--- config.mk ---
export PLATFORM = sky130hd
export DESIGN_NAME = spi_fifo_bridge
export DESIGN_NICKNAME = d
export VERILOG_FILES = /design/src/rtl/spi_fifo_pkg.sv /design/src/rtl/spi_sync_fifo.sv /design/src/rtl/spi_fifo_bridge.sv
export SDC_FILE = /design/constraint.sdc
export NUM_CORES = 1
export LEC_CHECK = 0
export ABC_AREA = 1
export CORE_ASPECT_RATIO = 1.2
export CORE_MARGIN = 8
export CORE_UTILIZATION = 45
export DETAILED_ROUTE_END_ITERATION = 6
export PLACE_DENSITY = 0.74
export SETUP_SLACK_MARGIN = 0.5
export SLEW_MARGIN = 40
export SYNTH_ARGS = -nofsm -noshare
export SYNTH_HDL_FRONTEND = slang
export SYNTH_SLANG_ARGS = --single-unit
--- constraint.sdc ---
create_clock -name PCLK -period 2.15 [get_ports PCLK]
set_input_delay 0.645 -clock PCLK [delete_from_list [all_inputs] [get_ports PCLK]]
set_output_delay 0.645 -clock PCLK [all_outputs]
set_load 0.01 [all_outputs]
--- src/rtl/spi_fifo_pkg.sv ---
// Shared constants for the SPI FIFO bridge: default depth, ERR bit map and
// FIFO_EN request bit map.
package spi_fifo_pkg;

  localparam int DEPTH_DEF = 8;

  // ERR vector bit positions
  localparam int ERR_TXOVF = 0;
  localparam int ERR_TXUDR = 1;
  localparam int ERR_RXOVR = 2;
  localparam int ERR_W     = 3;

  // FIFO_EN request bit positions
  localparam int FEN_TX = 0;
  localparam int FEN_RX = 1;
  localparam int FEN_W  = 2;

endpackage

--- src/rtl/spi_sync_fifo.sv ---
// Single-clock byte FIFO with show-ahead head, separate level counter and
// flush. Storage is not reset; pointers and level are.
module spi_sync_fifo #(
  parameter int DEPTH = 8,
  parameter int AW    = $clog2(DEPTH)
) (
  input  logic          clk,
  input  logic          rst_n,
  input  logic          push_i,
  input  logic          pop_i,
  input  logic          flush_i,
  input  logic [7:0]    wdata_i,
  output logic [7:0]    rdata_o,
  output logic [AW:0]   level_o,
  output logic          full_o,
  output logic          empty_o,
  output logic          push_ok_o,
  output logic          pop_ok_o
);

  logic [7:0]  mem_q [DEPTH];
  logic [AW-1:0] wptr_q, wptr_d;
  logic [AW-1:0] rptr_q, rptr_d;
  logic [AW:0]   level_q, level_d;

  assign full_o  = (level_q == (AW+1)'(DEPTH));
  assign empty_o = (level_q == '0);
  assign rdata_o = mem_q[rptr_q];
  assign level_o = level_q;

  // A full FIFO still accepts a push when the head leaves in the same cycle.
  assign pop_ok_o  = pop_i & ~flush_i & ~empty_o;
  assign push_ok_o = push_i & ~flush_i & (~full_o | pop_ok_o);

  always_comb begin
    wptr_d  = wptr_q;
    rptr_d  = rptr_q;
    level_d = level_q;
    if (flush_i) begin
      wptr_d  = '0;
      rptr_d  = '0;
      level_d = '0;
    end else begin
      if (push_ok_o) wptr_d = wptr_q + AW'(1);
      if (pop_ok_o)  rptr_d = rptr_q + AW'(1);
      case ({push_ok_o, pop_ok_o})
        2'b10:   level_d = level_q + (AW+1)'(1);
        2'b01:   level_d = level_q - (AW+1)'(1);
        default: level_d = level_q;
      endcase
    end
  end

  always_ff @(posedge clk or negedge rst_n) begin
    if (!rst_n) begin
      wptr_q  <= '0;
      rptr_q  <= '0;
      level_q <= '0;
    end else begin
      wptr_q  <= wptr_d;
      rptr_q  <= rptr_d;
      level_q <= level_d;
    end
  end

  always_ff @(posedge clk) begin
    if (push_ok_o) mem_q[wptr_q] <= wdata_i;
  end

endmodule

--- src/rtl/spi_fifo_bridge.sv ---
// TX/RX byte FIFOs between the APB register file and the SPI core.
// Define SPI_FIFO_IRQ_EN to build the level/error threshold interrupt.
module spi_fifo_bridge
  import spi_fifo_pkg::*;
#(
  parameter int DEPTH = DEPTH_DEF,
  parameter int AW    = $clog2(DEPTH)
) (
  input  logic              PCLK,
  input  logic              PRESETn,
  input  logic              TX_WR,
  input  logic [7:0]        TX_WDATA,
  input  logic              RX_RD,
  output logic [7:0]        RX_RDATA,
  input  logic              TX_FLUSH,
  input  logic              RX_FLUSH,
  input  logic [ERR_W-1:0]  ERR_CLR,
  input  logic [FEN_W-1:0]  FIFO_EN,
  input  logic [7:0]        RX_REG,
  output logic [7:0]        DATA_SHIFT_REG,
  output logic              SEL_DATA,
  output logic [AW:0]       TX_LEVEL,
  output logic [AW:0]       RX_LEVEL,
  output logic              TX_FULL,
  output logic              TX_EMPTY,
  output logic              RX_FULL,
  output logic              RX_EMPTY,
  output logic [ERR_W-1:0]  ERR,
  input  logic [AW:0]       TX_THRESH,
  input  logic [AW:0]       RX_THRESH,
  output logic              FIFO_IRQ
);

  // Two-deep sampling of FIFO_EN; a request is a 0->1 step between stages.
  logic [FEN_W-1:0] fen_s1_q, fen_s2_q, fen_rise;
  logic             tx_push_ok, tx_pop_ok, rx_push_ok, rx_pop_ok;
  logic [7:0]       tx_head;
  logic [7:0]       data_shift_q, data_shift_d;
  logic             sel_q;
  logic [ERR_W-1:0] err_q, err_d, err_set;

  assign fen_rise = fen_s1_q & ~fen_s2_q;

  always_ff @(posedge PCLK or negedge PRESETn) begin
    if (!PRESETn) begin
      fen_s1_q <= '0;
      fen_s2_q <= '0;
    end else begin
      fen_s1_q <= FIFO_EN;
      fen_s2_q <= fen_s1_q;
    end
  end

  spi_sync_fifo #(.DEPTH(DEPTH), .AW(AW)) u_tx_fifo (
    .clk       (PCLK),
    .rst_n     (PRESETn),
    .push_i    (TX_WR),
    .pop_i     (fen_rise[FEN_TX]),
    .flush_i   (TX_FLUSH),
    .wdata_i   (TX_WDATA),
    .rdata_o   (tx_head),
    .level_o   (TX_LEVEL),
    .full_o    (TX_FULL),
    .empty_o   (TX_EMPTY),
    .push_ok_o (tx_push_ok),
    .pop_ok_o  (tx_pop_ok)
  );

  // RX_REG is written in the edge-detect cycle, one cycle after sampling.
  spi_sync_fifo #(.DEPTH(DEPTH), .AW(AW)) u_rx_fifo (
    .clk       (PCLK),
    .rst_n     (PRESETn),
    .push_i    (fen_rise[FEN_RX]),
    .pop_i     (RX_RD),
    .flush_i   (RX_FLUSH),
    .wdata_i   (RX_REG),
    .rdata_o   (RX_RDATA),
    .level_o   (RX_LEVEL),
    .full_o    (RX_FULL),
    .empty_o   (RX_EMPTY),
    .push_ok_o (rx_push_ok),
    .pop_ok_o  (rx_pop_ok)
  );

  // Dropped pushes under flush are a flush, not an overflow.
  always_comb begin
    err_set            = '0;
    err_set[ERR_TXOVF] = TX_WR & ~tx_push_ok & ~TX_FLUSH;
    err_set[ERR_TXUDR] = fen_rise[FEN_TX] & TX_EMPTY;
    err_set[ERR_RXOVR] = fen_rise[FEN_RX] & ~rx_push_ok & ~RX_FLUSH;
    err_d              = (err_q & ~ERR_CLR) | err_set;
    data_shift_d       = tx_pop_ok ? tx_head : data_shift_q;
  end

  always_ff @(posedge PCLK or negedge PRESETn) begin
    if (!PRESETn) begin
      data_shift_q <= '0;
      sel_q        <= 1'b0;
      err_q        <= '0;
    end else begin
      data_shift_q <= data_shift_d;
      sel_q        <= tx_pop_ok;
      err_q        <= err_d;
    end
  end

  assign DATA_SHIFT_REG = data_shift_q;
  assign SEL_DATA       = sel_q;
  assign ERR            = err_q;

`ifdef SPI_FIFO_IRQ_EN
  logic irq_q, irq_d;

  assign irq_d = (TX_LEVEL <= TX_THRESH) | (RX_LEVEL >= RX_THRESH) | (|err_q);

  always_ff @(posedge PCLK or negedge PRESETn) begin
    if (!PRESETn) irq_q <= 1'b0;
    else          irq_q <= irq_d;
  end

  assign FIFO_IRQ = irq_q;
`else
  logic unused_thresh;
  assign unused_thresh = ^{TX_THRESH, RX_THRESH, rx_pop_ok};
  assign FIFO_IRQ      = 1'b0;
`endif

endmodule

Word-level counts from Yosys, hierarchy flattened
Memories as Yosys holds them, arrays and structs flattened. A register that Yosys moved wholly into a read port is not among the register bits.
Index checks and enable logic that the tools add are counted.
{ "word_totals": {"regBits": 28, "ramBits": 128, "memories": 2} }
{ "op_classes": {"n_addsub": 8, "eq_ne": 6, "mux": 16, "n_bitwise": 28, "n_reduce_logical": 9} }
{ "memory_table": {"columns": ["name", "depth", "word_bits", "rd", "rd_clocked_by_memory_dff", "write_ports", "line_no", "source"], "rows": [
  ["u_rx_fifo.mem_q", 8, 8, 1, 0, 1, "spi_sync_fifo.sv:21", "logic [7:0] mem_q [DEPTH];"],
  ["u_tx_fifo.mem_q", 8, 8, 1, 1, 1, "spi_sync_fifo.sv:21", null]
]} }
{ "op_table": {"columns": ["operator", "count"], "rows": [
  ["$mux 3", 8],
  ["$pmux 4 s2", 2],
  ["$and 1x1->1", 13],
  ["$add 3x1->3 const B", 4],
  ["$add 4x1->4 const B", 2],
  ["$eq 4x4->1 const B", 2],
  ["$logic_not 4->1", 2],
  ["$mux 4", 2],
  ["$not 1->1", 8],
  ["$reduce_bool 2->1", 4],
  ["$sub 4x1->4 const B", 2],
  ["$reduce_bool 3->1", 2],
  ["$eq 2x1->1 const B", 2],
  ["$eq 2x2->1 const B", 2],
  ["$mux 1", 4],
  ["$and 3x3->3", 1],
  ["$not 3->3", 1],
  ["$or 3x3->3", 1],
  ["$and 2x2->2", 1],
  ["$not 2->2", 1],
  ["$or 1x1->1", 2],
  ["$logic_not 1->1", 1]
]} }

Depth between registers and ports, before layout
{ "depth": {"depth_word": 10, "depth_mapped": 14, "mapped_depth_nobuf": 14} }

Modules after synthesis
From an unflattened synthesis, not the netlist that was laid out.
{ "unflattened": {"hier_cells": 593, "area_unflattened_um2": 6986.7} }
{ "by_module_without_submodules": {"columns": ["module", "n_inst", "cells_each", "area_per_inst_um2"], "rows": [
  ["spi_sync_fifo (u_rx_fifo)", 1, 266, 3205.6],
  ["spi_sync_fifo (u_tx_fifo)", 1, 266, 3184.3],
  ["spi_fifo_bridge", 1, 61, 596.8]
]} }

Least setup slack after synthesis
No wires, ideal clock.
{ "synth_path": {"kind": "in2reg", "startpoint": "in RX_RD", "endpoint": "reg u_rx_fifo.level_q[3], in the netlist u_rx_fifo.level_o[3]", "setup_time_ns": 0.117, "t_arrival_ns": 1.912, "slack_ns": 0.122, "cell_stages": 13, "path_cell_list": "inv_1 > nor2_4 > nand3_1 > inv_1 > ha_1 > a21oi_1 > nand2_1 > nand2_1 > nand2_1 > nand2_1 > nand2_1 > nand2_1 > nand2_1"} }
{ "synth_between": {"elab_chain_len": 7, "word_cells_on_any_way": 9, "cone_classes": "eq/ne (2); mux (2); bitwise (4); reduce/logical (1)"} }
{ "synth_rtl": {"columns": ["item", "line_no", "source"], "rows": [
  ["start: declaration", "spi_fifo_bridge.sv:13", "input logic RX_RD,"],
  ["$and 1x1->1 * (2 in a row)", "spi_sync_fifo.sv:32", "assign pop_ok_o = pop_i & ~flush_i & ~empty_o;"],
  ["$or 1x1->1", "spi_sync_fifo.sv:33", "assign push_ok_o = push_i & ~flush_i & (~full_o | pop_ok_o);"],
  ["$and 1x1->1", "spi_sync_fifo.sv:33", null],
  ["$eq 2x1->1 or $eq 2x2->1 (tied branches)", "spi_sync_fifo.sv:46", "case ({push_ok_o, pop_ok_o})"],
  ["$pmux 4 s2", "spi_sync_fifo.sv:46", null],
  ["$mux 4", "spi_sync_fifo.sv:39", "if (flush_i) begin"],
  ["end signal: assignment", "spi_sync_fifo.sv:62", "level_q <= level_d;"],
  ["end: declaration", "spi_sync_fifo.sv:24", "logic [AW:0] level_q, level_d;"]
]} }
Every way passes the cells marked *; elsewhere a longest branch is shown, timed or not.
A chain may end at the register's enable or synchronous reset.

Final worst setup path
{ "layout_path": {"startpoint": "reg u_rx_fifo.rptr_q[0]", "endpoint": "out RX_RDATA[4]"} }
{ "layout_between": {"elab_chain_len": 1} }
{ "layout_rtl": {"columns": ["item", "line_no", "source"], "rows": [
  ["start: declaration", "spi_sync_fifo.sv:23", "logic [AW-1:0] rptr_q, rptr_d;"],
  ["start signal: assignment", "spi_sync_fifo.sv:61", "rptr_q <= rptr_d;"],
  ["$mem_v2 8x8", null, null],
  ["end: declaration", "spi_fifo_bridge.sv:14", "output logic [7:0] RX_RDATA,"]
]} }
No other way between the ends.

==> key figures <==
Synth
  – Synth Area in Simple Gates: 13.8%
  – Top-area cell type share of the netlist area: a little under three fifths
  – Yosys warns: 0
  – Async SR Flop Fraction: 22.0%
  – Avg Cell Area, Syn: 11.9 sq um
  – Cell count after synthesis: 577
  – #FFs+latches synth: 164
  – EDFF count, synth: around 130
  – Sequential fraction of the synthesis area: 69.0%
  – Largest family of logic cells by synthesized area: simple AND/OR/NAND/NOR gates
  – Xor/xnor share of the synthesized area: 0.510%
  – Synthesized area: 6870 sq um
  – Synth Area in Compound Gates: 8.50%
  – Largest area contributor in the netlist: edfxtp_1
  – Syn nets: 622
  – Main area contributors after synthesis: edfxtp_1 (56%), dfrtp_1 (13%), nand2_1 (5.4%)
  – Synth cell types: 33
  – Mux cell area share after synthesis: 2.33%
  – Synth Area in Adders: 2.04%
  – Primary FF master, synth: edfxtp_1

Clocking
  – CTS tree: done
  – Clk_lat worst skew: 0.43 ns
  – Hold bufs inserted after CTS: 0
  – Sink Count: 164
  – Number of CTS-inserted buffers: 17
  – Clock slew at reported path FFs: 0.07 ns
  – H-tree Lvls: 4
  – CTS root buf: clkbuf_16
  – Longest Clk Path Bufs: 2

Global routing
  – Global-route wire length before repair: 25.8 mm
  – All-Layer GR Usage: between 10% and 20%
  – Initial antenna violation count: 1
  – Congestion Overflow GR: 0
  – Vias in the first global route: 5148
  – Pin count of the biggest net entering global routing: 37

STA
  – Max Clk Rate: roughly 430 MHz
  – Setup Skew: 0.0131 ns
  – Final Worst Setup Slack: -0.202 ns
  – Endpoints failing setup: 8
  – WHS: between 0.2 and 0.3 ns
  – Slew margin rel.: 65.8%
  – Hold Vio Cnt, Final: 0
  – Pins over their slew limit: 0
  – RSZ-0062 raised after global routing: true
  – Final min period: 2.35 ns
  – Final period util: 109%
  – Least-Margin Pin Slew: just over 0.5 ns

Status
  – Violated checks: negative setup slack
  – Outcome: finished with violations

Detailed routing
  – Via-per-instance ratio: 5.27
  – Total routed wirelength: 17.4 mm
  – Post-route ant nets: 0
  – WL/cell: approximately 18 um
  – Via count: around 5000
  – Drc violations: 0
  – Initial DRC Count: 449
  – Drt pass-1 iters: 5

Run
  – Max Cap Viol: 0

Power and ir drop
  – Lkg Pwr: 3.72 nW
  – PD cells: approximately 750 nW/um^2
  – VDD IR max: 0.624 mV

Floorplan
  – Site row count: roughly 50
  – Core ar.: 15000 sq um
  – # IOs: 68
  – Chip width: around 130 um
  – Die Ht: 151 um
  – Initial Utilization: 45.9%
  – Die footprint: 19500 sq um

Final layout
  – Layout Cells excl Fill: 947
  – Final #Nets: 774
  – Fraction of layout cells with a size suffix above 1: between 30% and 40%
  – Commonest cells after routing, fill and taps aside: edfxtp_1 (128), nand2_1 (76), nor2_1 (64)
  – Synth-to-Final Area Change: 40.3%
  – Commonest non-fill, non-tap cell in the layout: edfxtp_1
  – Filler Cell Count: 1066

Critical path
  – Top cell by count, worst path: buf_6
  – Critical path arrival: 1.71 ns
  – CP max FO: 13
  – Critical Path Sink Type: output pin
  – Slowest-stage cell, CP: dfrtp_2
  – Max incr delay on CP: 0.44 ns
  – Critical Path RT: 1.50 ns
  – CP Class: flop to output pin
  – Category of the worst setup path launch point: flop
  – Crit path cell chain: buf_6 -> inv_8 -> buf_4 -> nor2_1 -> o22ai_1 -> nand2_1 -> nand2_2 -> buf_6

Placement
  – Placed cells: 849
  – Final Wtd Congestion: 0.802
  – Pre-CTS setup slack: -0.325 ns
  – Buffers on Ports: 58
  – Post-DP HPWL: 9.70 mm

Min path
  – Worst Hold Class: input pin to async pin
cell families (layout without fill, tap and decap cells):
group,after synthesis,after routing
AND/OR/NAND/NOR,226,226
flip-flops,164,164
AO/OA/AOI/OAI,99,99
buffers and inverters,57,222
multiplexers,16,16
adder cells (fa/ha/maj),10,10
XOR/XNOR,4,4
other,1,2
final timing paths:
kind	start	endpoint	slack, ns	cells after the start
worst min-delay path	PRESETn	u_tx_fifo.level_o[2]	0.27	2
worst min register to register	fen_s1_q[1]	fen_s2_q[1]	0.38	0
worst max register to register	u_tx_fifo.level_o[1]	u_tx_fifo.mem_q[6][0]	0.11	11
worst max-delay path	u_rx_fifo.rptr_q[0]	RX_RDATA[4]	-0.20	8
max in group asynchronous	PRESETn	u_rx_fifo.rptr_q[0]	1.48	2
min in group PCLK	fen_s1_q[1]	fen_s2_q[1]	0.38	0
cell usage after synthesis (5+ instances only):
master and instances:
edfxtp_1 128, o211ai_1 16, mux2i_1 16, nand2_1 98, nand3_1 30, buf_2 11
o21ai_0 55, ha_1 8, nor2_1 85, o22ai_1 18, dfrtp_1 36, inv_1 30
nand2_2 5
area by class of cell:
| cell class | instances | area (sq um) | share of cell area, % |
|---|---|---|---|
| multi-input cells | 356 | 2370 | 24.5 |
| repair buffers | 155 | 1540 | 16.0 |
| well taps | 204 | 255 | 2.65 |
| clock buffers | 19 | 453 | 4.70 |
| diodes | 1 | 2.50 | 0.0260 |
| clock inverters | 13 | 97.6 | 1.01 |
| flip-flops and latches | 164 | 4750 | 49.3 |
| inverters | 35 | 176 | 1.83 |
power breakdown:
| part | internal [mW] | switching, mW |
|---|---|---|
| Combinational | 0.356 | 0.439 |
| Sequential | 3.53 | 0.0607 |
| Clock | 1.56 | 1.29 |
sequential cells by signal, indices dropped and copies added (netlist names):
| signal | flops |
|---|---|
| ERR | 3 |
| u_rx_fifo.wptr_q | 3 |
| u_tx_fifo.mem_q | 64 |
| fen_s2_q | 2 |
| u_tx_fifo.wptr_q | 3 |
| u_tx_fifo.rptr_q | 3 |
| u_rx_fifo.mem_q | 64 |
| u_tx_fifo.level_o | 4 |
| DATA_SHIFT_REG | 8 |
| u_rx_fifo.level_o | 4 |
| u_rx_fifo.rptr_q | 3 |
| fen_s1_q | 2 |
| SEL_DATA | 1 |
metrics by stage:
stage                     total power [mW]  area (sq um)  setup TNS, ns  util, %
final                                 7.23          9640          -1.19     64.5
after global routing                  7.45          9640          -1.77     64.5
after CTS                             7.14          9200          -1.36     61.5
after detailed placement              4.31          8070         -30.84     54.0
after global placement                4.29          8070         -25.83     54.0
after floorplan                       3.97          7150              0        -
what timing repair did:
action                                  in CTS  in global routing
endpoints found under the setup margin     167                172
resized for setup                          225                 64
buffers inserted                            40                 25
pin swaps                                   34                 28
worst max-delay path, delay by kind of cell (launching register included):
family / cells / cell delay [ns]
flops: 1 / 0.44
compound gates: 1 / 0.16
simple gates: 3 / 0.19
buf+inv: 4 / 0.48
routing by layer:
metal	vias to the layer above	part of all wire, %	GRT usage (%)
li1	2339	-	-
met1	2473	39	18.7
met2	141	55	31.2
met3	35	3.6	3.49
met4	0	2.7	7.65
met5	-	0	0
Note: power is estimated with default switching activity, not from simulation.
